[src/rtl/clint_pkg.sv]
// Shared definitions for the CLINT machine-timer block.
//  - Register offsets (addr[15:0]) of the four 32-bit windows onto mtime/mtimecmp.
//  - AXI response codes used by the slave.
//  - Register decode and byte-lane merge helpers shared by the top and the mtime counter.
package clint_pkg;

    localparam logic [15:0] CLINT_MTIMECMP_LO = 16'h4000;
    localparam logic [15:0] CLINT_MTIMECMP_HI = 16'h4004;
    localparam logic [15:0] CLINT_MTIME_LO    = 16'hBFF8;
    localparam logic [15:0] CLINT_MTIME_HI    = 16'hBFFC;

    localparam logic [1:0] AXI_RESP_OKAY   = 2'b00;
    localparam logic [1:0] AXI_RESP_SLVERR = 2'b10;

    typedef enum logic [2:0] {
        REG_NONE,
        REG_CMP_LO,
        REG_CMP_HI,
        REG_TIME_LO,
        REG_TIME_HI
    } clint_reg_e;

    function automatic clint_reg_e clint_decode(input logic [15:0] offset);
        clint_reg_e sel;
        case (offset)
            CLINT_MTIMECMP_LO: sel = REG_CMP_LO;
            CLINT_MTIMECMP_HI: sel = REG_CMP_HI;
            CLINT_MTIME_LO:    sel = REG_TIME_LO;
            CLINT_MTIME_HI:    sel = REG_TIME_HI;
            default:           sel = REG_NONE;
        endcase
        return sel;
    endfunction

    // Replace only the byte lanes whose strobe bit is set.
    function automatic logic [31:0] merge_bytes(input logic [31:0] old_word,
                                                input logic [31:0] new_word,
                                                input logic [3:0]  strb);
        logic [31:0] result;
        result = old_word;
        for (int i = 0; i < 4; i++) begin
            if (strb[i]) begin
                result[8*i +: 8] = new_word[8*i +: 8];
            end
        end
        return result;
    endfunction

endpackage

[src/rtl/clint_mtime_counter.sv]
// Free-running 64-bit mtime with a TICK_DIV prescaler and a byte-enabled load port.
// Ports:
//  clock, reset           clock and synchronous active-high reset
//  load_lo / load_hi      bus write to mtime[31:0] / mtime[63:32] this cycle
//  load_strb, load_data   byte enables and data for the load
//  mtime                  current (registered) mtime
//  mtime_next             value mtime takes at the next edge (used for the compare)
module clint_mtime_counter
    import clint_pkg::*;
#(
    parameter int TICK_DIV = 1
) (
    input  logic        clock,
    input  logic        reset,
    input  logic        load_lo,
    input  logic        load_hi,
    input  logic [3:0]  load_strb,
    input  logic [31:0] load_data,
    output logic [63:0] mtime,
    output logic [63:0] mtime_next
);
    localparam int PRE_W = (TICK_DIV > 1) ? $clog2(TICK_DIV) : 1;
    localparam logic [PRE_W-1:0] PRE_LAST = PRE_W'(TICK_DIV - 1);

    logic [PRE_W-1:0] prescaler_q, prescaler_d;
    logic [63:0]      mtime_q, mtime_d;
    logic             tick;
    logic             load;

    always_comb begin
        tick        = (prescaler_q == PRE_LAST);
        load        = (load_lo | load_hi) & (|load_strb);
        prescaler_d = tick ? '0 : prescaler_q + PRE_W'(1);
        mtime_d     = tick ? mtime_q + 64'd1 : mtime_q;
        // A bus write suppresses this cycle's increment and restarts the prescaler,
        // so software sees exactly the value it wrote for a full tick period.
        if (load) begin
            prescaler_d = '0;
            mtime_d     = mtime_q;
            if (load_lo) begin
                mtime_d[31:0] = merge_bytes(mtime_q[31:0], load_data, load_strb);
            end
            if (load_hi) begin
                mtime_d[63:32] = merge_bytes(mtime_q[63:32], load_data, load_strb);
            end
        end
    end

    always_ff @(posedge clock) begin
        if (reset) begin
            prescaler_q <= '0;
            mtime_q     <= '0;
        end else begin
            prescaler_q <= prescaler_d;
            mtime_q     <= mtime_d;
        end
    end

    assign mtime      = mtime_q;
    assign mtime_next = mtime_d;

endmodule

[src/rtl/clint_timer.sv]
// CLINT machine timer: 64-bit mtime/mtimecmp behind an AXI4-Lite slave, driving mtip.
// Ports:
//  clock, reset             clock and synchronous active-high reset
//  mtip / mtip_clear        level interrupt to writeback / one-cycle acknowledge
//  ar*, r*                  AXI4-Lite read address / data channels (one outstanding read)
//  aw*, w*, b*              AXI4-Lite write address / data / response (one outstanding write)
// Only addr[15:0] is decoded; unmapped accesses answer SLVERR (reads return 0).
module clint_timer
    import clint_pkg::*;
#(
    parameter int TICK_DIV = 1,
    parameter int ADDR_W   = 32
) (
    input  logic              clock,
    input  logic              reset,
    output logic              mtip,
    input  logic              mtip_clear,
    input  logic              arvalid,
    output logic              arready,
    input  logic [ADDR_W-1:0] araddr,
    output logic              rvalid,
    input  logic              rready,
    output logic [31:0]       rdata,
    output logic [1:0]        rresp,
    input  logic              awvalid,
    output logic              awready,
    input  logic [ADDR_W-1:0] awaddr,
    input  logic              wvalid,
    output logic              wready,
    input  logic [31:0]       wdata,
    input  logic [3:0]        wstrb,
    output logic              bvalid,
    input  logic              bready,
    output logic [1:0]        bresp
);
    logic        rvalid_q, rvalid_d;
    logic [31:0] rdata_q, rdata_d;
    logic [1:0]  rresp_q, rresp_d;
    logic [31:0] shadow_q, shadow_d;
    logic        shadow_sel_q, shadow_sel_d;   // previous read was mtime[31:0]
    logic        aw_held_q, aw_held_d;
    logic [15:0] awaddr_q, awaddr_d;
    logic        w_held_q, w_held_d;
    logic [31:0] wdata_q, wdata_d;
    logic [3:0]  wstrb_q, wstrb_d;
    logic        bvalid_q, bvalid_d;
    logic [1:0]  bresp_q, bresp_d;
    logic [63:0] mtimecmp_q, mtimecmp_d;
    logic        armed_q, armed_d;
    logic        pending_q, pending_d;

    logic [63:0] mtime, mtime_next;
    logic        ar_fire, aw_fire, w_fire, commit, wr_en;
    clint_reg_e  rd_sel, wr_sel;
    logic [15:0] wr_addr;
    logic [31:0] wr_data;
    logic [3:0]  wr_strb;
    logic        load_lo, load_hi, cmp_write;
    logic        unused_addr_bits;

    assign unused_addr_bits = ^{araddr[ADDR_W-1:16], awaddr[ADDR_W-1:16]};

    assign arready = !rvalid_q;
    assign awready = !aw_held_q & !bvalid_q;
    assign wready  = !w_held_q & !bvalid_q;
    assign rvalid  = rvalid_q;
    assign rdata   = rdata_q;
    assign rresp   = rresp_q;
    assign bvalid  = bvalid_q;
    assign bresp   = bresp_q;
    assign mtip    = pending_q;

    // Write commit: each channel is either already latched or arriving this cycle.
    always_comb begin
        ar_fire   = arvalid & arready;
        aw_fire   = awvalid & awready;
        w_fire    = wvalid & wready;
        wr_addr   = aw_held_q ? awaddr_q : awaddr[15:0];
        wr_data   = w_held_q ? wdata_q : wdata;
        wr_strb   = w_held_q ? wstrb_q : wstrb;
        rd_sel    = clint_decode(araddr[15:0]);
        wr_sel    = clint_decode(wr_addr);
        commit    = (aw_held_q | aw_fire) & (w_held_q | w_fire);
        wr_en     = commit & (|wr_strb);
        load_lo   = wr_en & (wr_sel == REG_TIME_LO);
        load_hi   = wr_en & (wr_sel == REG_TIME_HI);
        cmp_write = wr_en & ((wr_sel == REG_CMP_LO) | (wr_sel == REG_CMP_HI));
    end

    clint_mtime_counter #(.TICK_DIV(TICK_DIV)) u_counter (
        .clock      (clock),
        .reset      (reset),
        .load_lo    (load_lo),
        .load_hi    (load_hi),
        .load_strb  (wr_strb),
        .load_data  (wr_data),
        .mtime      (mtime),
        .mtime_next (mtime_next)
    );

    always_comb begin
        rvalid_d     = rvalid_q;
        rdata_d      = rdata_q;
        rresp_d      = rresp_q;
        shadow_d     = shadow_q;
        shadow_sel_d = shadow_sel_q;
        aw_held_d    = aw_held_q;
        awaddr_d     = awaddr_q;
        w_held_d     = w_held_q;
        wdata_d      = wdata_q;
        wstrb_d      = wstrb_q;
        bvalid_d     = bvalid_q;
        bresp_d      = bresp_q;
        mtimecmp_d   = mtimecmp_q;
        armed_d      = armed_q;
        pending_d    = pending_q;

        // Read channel: registered values are used, so a same-cycle write is not visible.
        if (rvalid_q & rready) begin
            rvalid_d = 1'b0;
        end
        if (ar_fire) begin
            rvalid_d     = 1'b1;
            rresp_d      = AXI_RESP_OKAY;
            shadow_sel_d = 1'b0;
            case (rd_sel)
                REG_CMP_LO:  rdata_d = mtimecmp_q[31:0];
                REG_CMP_HI:  rdata_d = mtimecmp_q[63:32];
                REG_TIME_LO: begin
                    // Snapshot the upper half so a following hi read is coherent.
                    rdata_d      = mtime[31:0];
                    shadow_d     = mtime[63:32];
                    shadow_sel_d = 1'b1;
                end
                REG_TIME_HI: rdata_d = shadow_sel_q ? shadow_q : mtime[63:32];
                default: begin
                    rdata_d = '0;
                    rresp_d = AXI_RESP_SLVERR;
                end
            endcase
        end

        // Write channels.
        if (bvalid_q & bready) begin
            bvalid_d = 1'b0;
        end
        if (commit) begin
            aw_held_d = 1'b0;
            w_held_d  = 1'b0;
            bvalid_d  = 1'b1;
            bresp_d   = (wr_sel == REG_NONE) ? AXI_RESP_SLVERR : AXI_RESP_OKAY;
        end else begin
            if (aw_fire) begin
                aw_held_d = 1'b1;
                awaddr_d  = awaddr[15:0];
            end
            if (w_fire) begin
                w_held_d = 1'b1;
                wdata_d  = wdata;
                wstrb_d  = wstrb;
            end
        end
        if (wr_en & (wr_sel == REG_CMP_LO)) begin
            mtimecmp_d[31:0] = merge_bytes(mtimecmp_q[31:0], wr_data, wr_strb);
        end
        if (wr_en & (wr_sel == REG_CMP_HI)) begin
            mtimecmp_d[63:32] = merge_bytes(mtimecmp_q[63:32], wr_data, wr_strb);
        end

        // Interrupt: compare against the value mtime is about to take, so mtip
        // becomes visible in the same cycle mtime reaches mtimecmp.
        if (mtip_clear) begin
            pending_d = 1'b0;
        end
        if (armed_q && (mtime_next >= mtimecmp_q)) begin
            pending_d = 1'b1;
            armed_d   = 1'b0;
        end
        if (cmp_write) begin
            armed_d   = 1'b1;
            pending_d = 1'b0;
        end
    end

    always_ff @(posedge clock) begin
        if (reset) begin
            rvalid_q     <= 1'b0;
            rdata_q      <= '0;
            rresp_q      <= AXI_RESP_OKAY;
            shadow_q     <= '0;
            shadow_sel_q <= 1'b0;
            aw_held_q    <= 1'b0;
            awaddr_q     <= '0;
            w_held_q     <= 1'b0;
            wdata_q      <= '0;
            wstrb_q      <= '0;
            bvalid_q     <= 1'b0;
            bresp_q      <= AXI_RESP_OKAY;
            mtimecmp_q   <= '1;
            armed_q      <= 1'b0;
            pending_q    <= 1'b0;
        end else begin
            rvalid_q     <= rvalid_d;
            rdata_q      <= rdata_d;
            rresp_q      <= rresp_d;
            shadow_q     <= shadow_d;
            shadow_sel_q <= shadow_sel_d;
            aw_held_q    <= aw_held_d;
            awaddr_q     <= awaddr_d;
            w_held_q     <= w_held_d;
            wdata_q      <= wdata_d;
            wstrb_q      <= wstrb_d;
            bvalid_q     <= bvalid_d;
            bresp_q      <= bresp_d;
            mtimecmp_q   <= mtimecmp_d;
            armed_q      <= armed_d;
            pending_q    <= pending_d;
        end
    end

endmodule

[config.mk]
export PLATFORM = sky130hd
export DESIGN_NAME = clint_timer
export DESIGN_NICKNAME = d
export VERILOG_FILES = /design/src/rtl/clint_pkg.sv /design/src/rtl/clint_mtime_counter.sv /design/src/rtl/clint_timer.sv
export SDC_FILE = /design/constraint.sdc
export NUM_CORES = 1
export LEC_CHECK = 0
export CAP_MARGIN = 20
export CORE_MARGIN = 2
export CORE_UTILIZATION = 50
export DETAILED_ROUTE_END_ITERATION = 8
export GPL_TIMING_DRIVEN = 1
export PLACE_DENSITY = 0.72
export SYNTH_ARGS = -nofsm -noshare
export SYNTH_HDL_FRONTEND = slang
export SYNTH_SLANG_ARGS = --single-unit
export TNS_END_PERCENT = 1
[constraint.sdc]
create_clock -name clock -period 6.45 [get_ports clock]
set_clock_uncertainty 0.15 [all_clocks]
set_input_delay 1.29 -clock clock [delete_from_list [all_inputs] [get_ports clock]]
set_output_delay 1.29 -clock clock [all_outputs]
set_load 0.02 [all_outputs]
==> run metrics <==
fin area=0.0168 mm2; die height=173 um; Worst slew margin=31.7%; Worst Path Max Fanout=6; pins over their slew limit=0; post-DP HPWL=34.5 mm; startpoint types=primary input; top cell type's share of synthesized area=35.6%; clk root buf=clkbuf_16; post-synthesis register bit count=254; die area=0.0299 mm2; status=finished, final reports clean; CP arrival=6060 ps; Worst EP required=6760 ps; most common cell after layout, fill and taps aside=nand2_1; total track usage=31.0%; Worst Hold Class=reg -> reg; largest stage delay on the critical path=760 ps; CTS Buf Count=28; main area contributors after synthesis=dfxtp_1 36%, nand2_1 7.2%, a21oi_1 7.1%; FILL cells=2542; Clock Tree Buf Depth=3; Gate power share=8.4%; average size of a mapped cell=8.12 um2; sequence of cells on the critical path=clkdlybuf4s50_1 -> nand4_1 -> or4_1 -> a211oi_4 -> a211oi_1 -> and3_1 -> a211oi_1 -> ha_1 -> a21oi_1 -> a21oi_1 -> o31ai_1 -> o211ai_1 -> a2111oi_0 -> nor2_1 -> o31ai_1; cell type with the largest total area after synthesis=dfxtp_1; CTS Hold Buffers Added=0; ANT nets after route=0; critical path class=in -> reg; gpl congestion=0.983; CTS tree=done; Wirelength per Cell=21.1 um; Async SR Flop Fraction=0%; Synth Flop Type=dfxtp_1; Flop pwr share=44.7%; setup TNS=0 ps; drt drc=0; vias=14.0k; Post-Syn Area=0.0143 mm2; Layout Nets=2014; vias in the first global route=13.5k; post-CTS sizing=0; Synth Instances=1758; crit share post-route=89.3%; final hold viol count=0; first-pass GRT wire length=74.8 mm; Post-synth EDFFs=0; IO Port Bufs=115; Psw=0.881 mW; Final setup viols=0; worst-skew pair later-pin latency=540 ps; Post-Route WL=47.3 mm; clock sinks=254; area grow syn2layout=17.7%; commonest non-fill, non-tap cells in the layout=275 x nand2_1, 253 x dfxtp_1, 203 x a21oi_1; initial DRC count=1311; PwrDens=214 mW/mm2; die width=173 um; DR pass1 iterations=5; I/O pin total=150; largest net degree at the start of global routing=71; Core ar.=0.0279 mm2; RSZ-0062 raised after global routing=no; # Post-CTS Setup Buffers=0; htree depth=1; min cycle time layout=5760 ps; CP max stage cell=or4_1; clock slew at reported path FFs=60 ps; Seq/Total Area, Yosys=35.6%; achievable frequency=174 MHz; global route overflow=0; sw frac=24.4%; DP Area=0.0158 mm2; clock network fraction of total power=46.9%; initial antenna violation count=0; Rows=61; Initial Util=51.1%; worst slew pin tran=1020 ps; Worst Setup End Kind=flip-flop; Yosys cell types=79; antenna fix cells=0; total of max-cap violations=0; Int Power=2.72 mW; Syn. warnings=0; Max VDD drop=192 uV; Vias/cell=6.24; layout cells sized above 1=10.2%; P_leak=7.20 nW
-- final timing paths --
path,from,to,cells past startpoint,slack [ps]
max,awaddr[5],armed_q,15,690
min,shadow_q[24],shadow_q[24],2,300
max reg2reg,u_counter.mtime[20],armed_q,15,1090
min reg2reg,shadow_q[24],shadow_q[24],2,300
-- state kept, by name, summed over array words and instances, names as in the netlist, 4 cells and up --
register and cells:
wdata_q 32, u_counter.mtime 64, mtimecmp_q 64, rdata 32
shadow_q 32, wstrb_q 4, awaddr_q 16
-- kinds of logic after synthesis --
kind of cell	Yosys count	share of synthesized area (%)
DFF	254	35.6
and+or+nand+nor	638	21.2
adders and majority gates	65	5.70
muxes	108	8.04
xor gates and xnor gates	2	0.123
buffers and inverters	182	5.00
AOI/OAI and AO/OA	508	24.3
other	1	0.0263
-- cell type report --
type / instances / area, um2 / share of cell area [%]
timing repair buffer: 159 / 1490 / 8.85
tap: 378 / 473 / 2.81
clock inverter: 10 / 135 / 0.804
multi-input combinational: 1324 / 8510 / 50.6
inverter: 74 / 278 / 1.65
sequential: 254 / 5090 / 30.3
clock buffer: 40 / 837 / 4.98
-- cells in the mapped netlist (6+ instances only) --
cell         n
a211oi_1    43
dfxtp_1    254
o21ai_0     18
nand2_1    275
and3_1      27
o21a_1       6
clkbuf_1    86
nor3_1      21
nor3b_1      6
inv_1       74
nor2_1     122
a221oi_1     7
ha_1        65
buf_2       16
mux2_2      53
nor4_1      19
a2111oi_2    6
mux2i_1     55
or4_1        6
and4_1       7
a22oi_1     69
and2_1      34
nand4_1     38
a21o_1      13
nand3_1     39
a211o_1      7
o211ai_1    75
a21oi_1    203
-- stage by stage --
| stage | utilization [%] | total power [mW] | hold slack, ps | instances | setup WS (ps) |
|---|---|---|---|---|---|
| 2_1_floorplan | - | 1.80 | 283 | 1760 | 1430 |
| 3_3_place_gp | 56.6 | 1.94 | 289 | 2188 | 352 |
| 3_5_place_dp | 56.6 | 1.94 | 294 | 2188 | 230 |
| 4_1_cts | 60.1 | 3.61 | 304 | 2238 | 770 |
| 5_1_grt | 60.1 | 3.70 | 319 | 2239 | 520 |
| 6_report | 60.1 | 3.60 | 302 | 2239 | 692 |
-- power by group through the flow --
stage	Clock, mW	Combinational, mW	Sequential [mW]
after global routing	1.77	0.320	1.61
after detailed placement	0	0.298	1.65
after CTS	1.70	0.299	1.61
after floorplan	0	0.159	1.64
final	1.69	0.302	1.61
after global placement	0	0.294	1.64
-- worst max-delay path: cells and delay by family --
family                     cells  cell delay [ps]
AOI/OAI and AO/OA              9             2530
adders and majority gates      1              330
buffers and inverters          1              540
and+or+nand+nor                4             1370
-- layer usage --
metal / up-vias / routed length, um / track usage, %
met2: 549 / 22300 / 52.2
met3: 129 / 3160 / 4.40
met1: 6672 / 19600 / 39.5
met4: 0 / 2240 / 13.6
met5: - / 0 / 0
li1: 6619 / - / -
(Power assumes the default switching activity.)
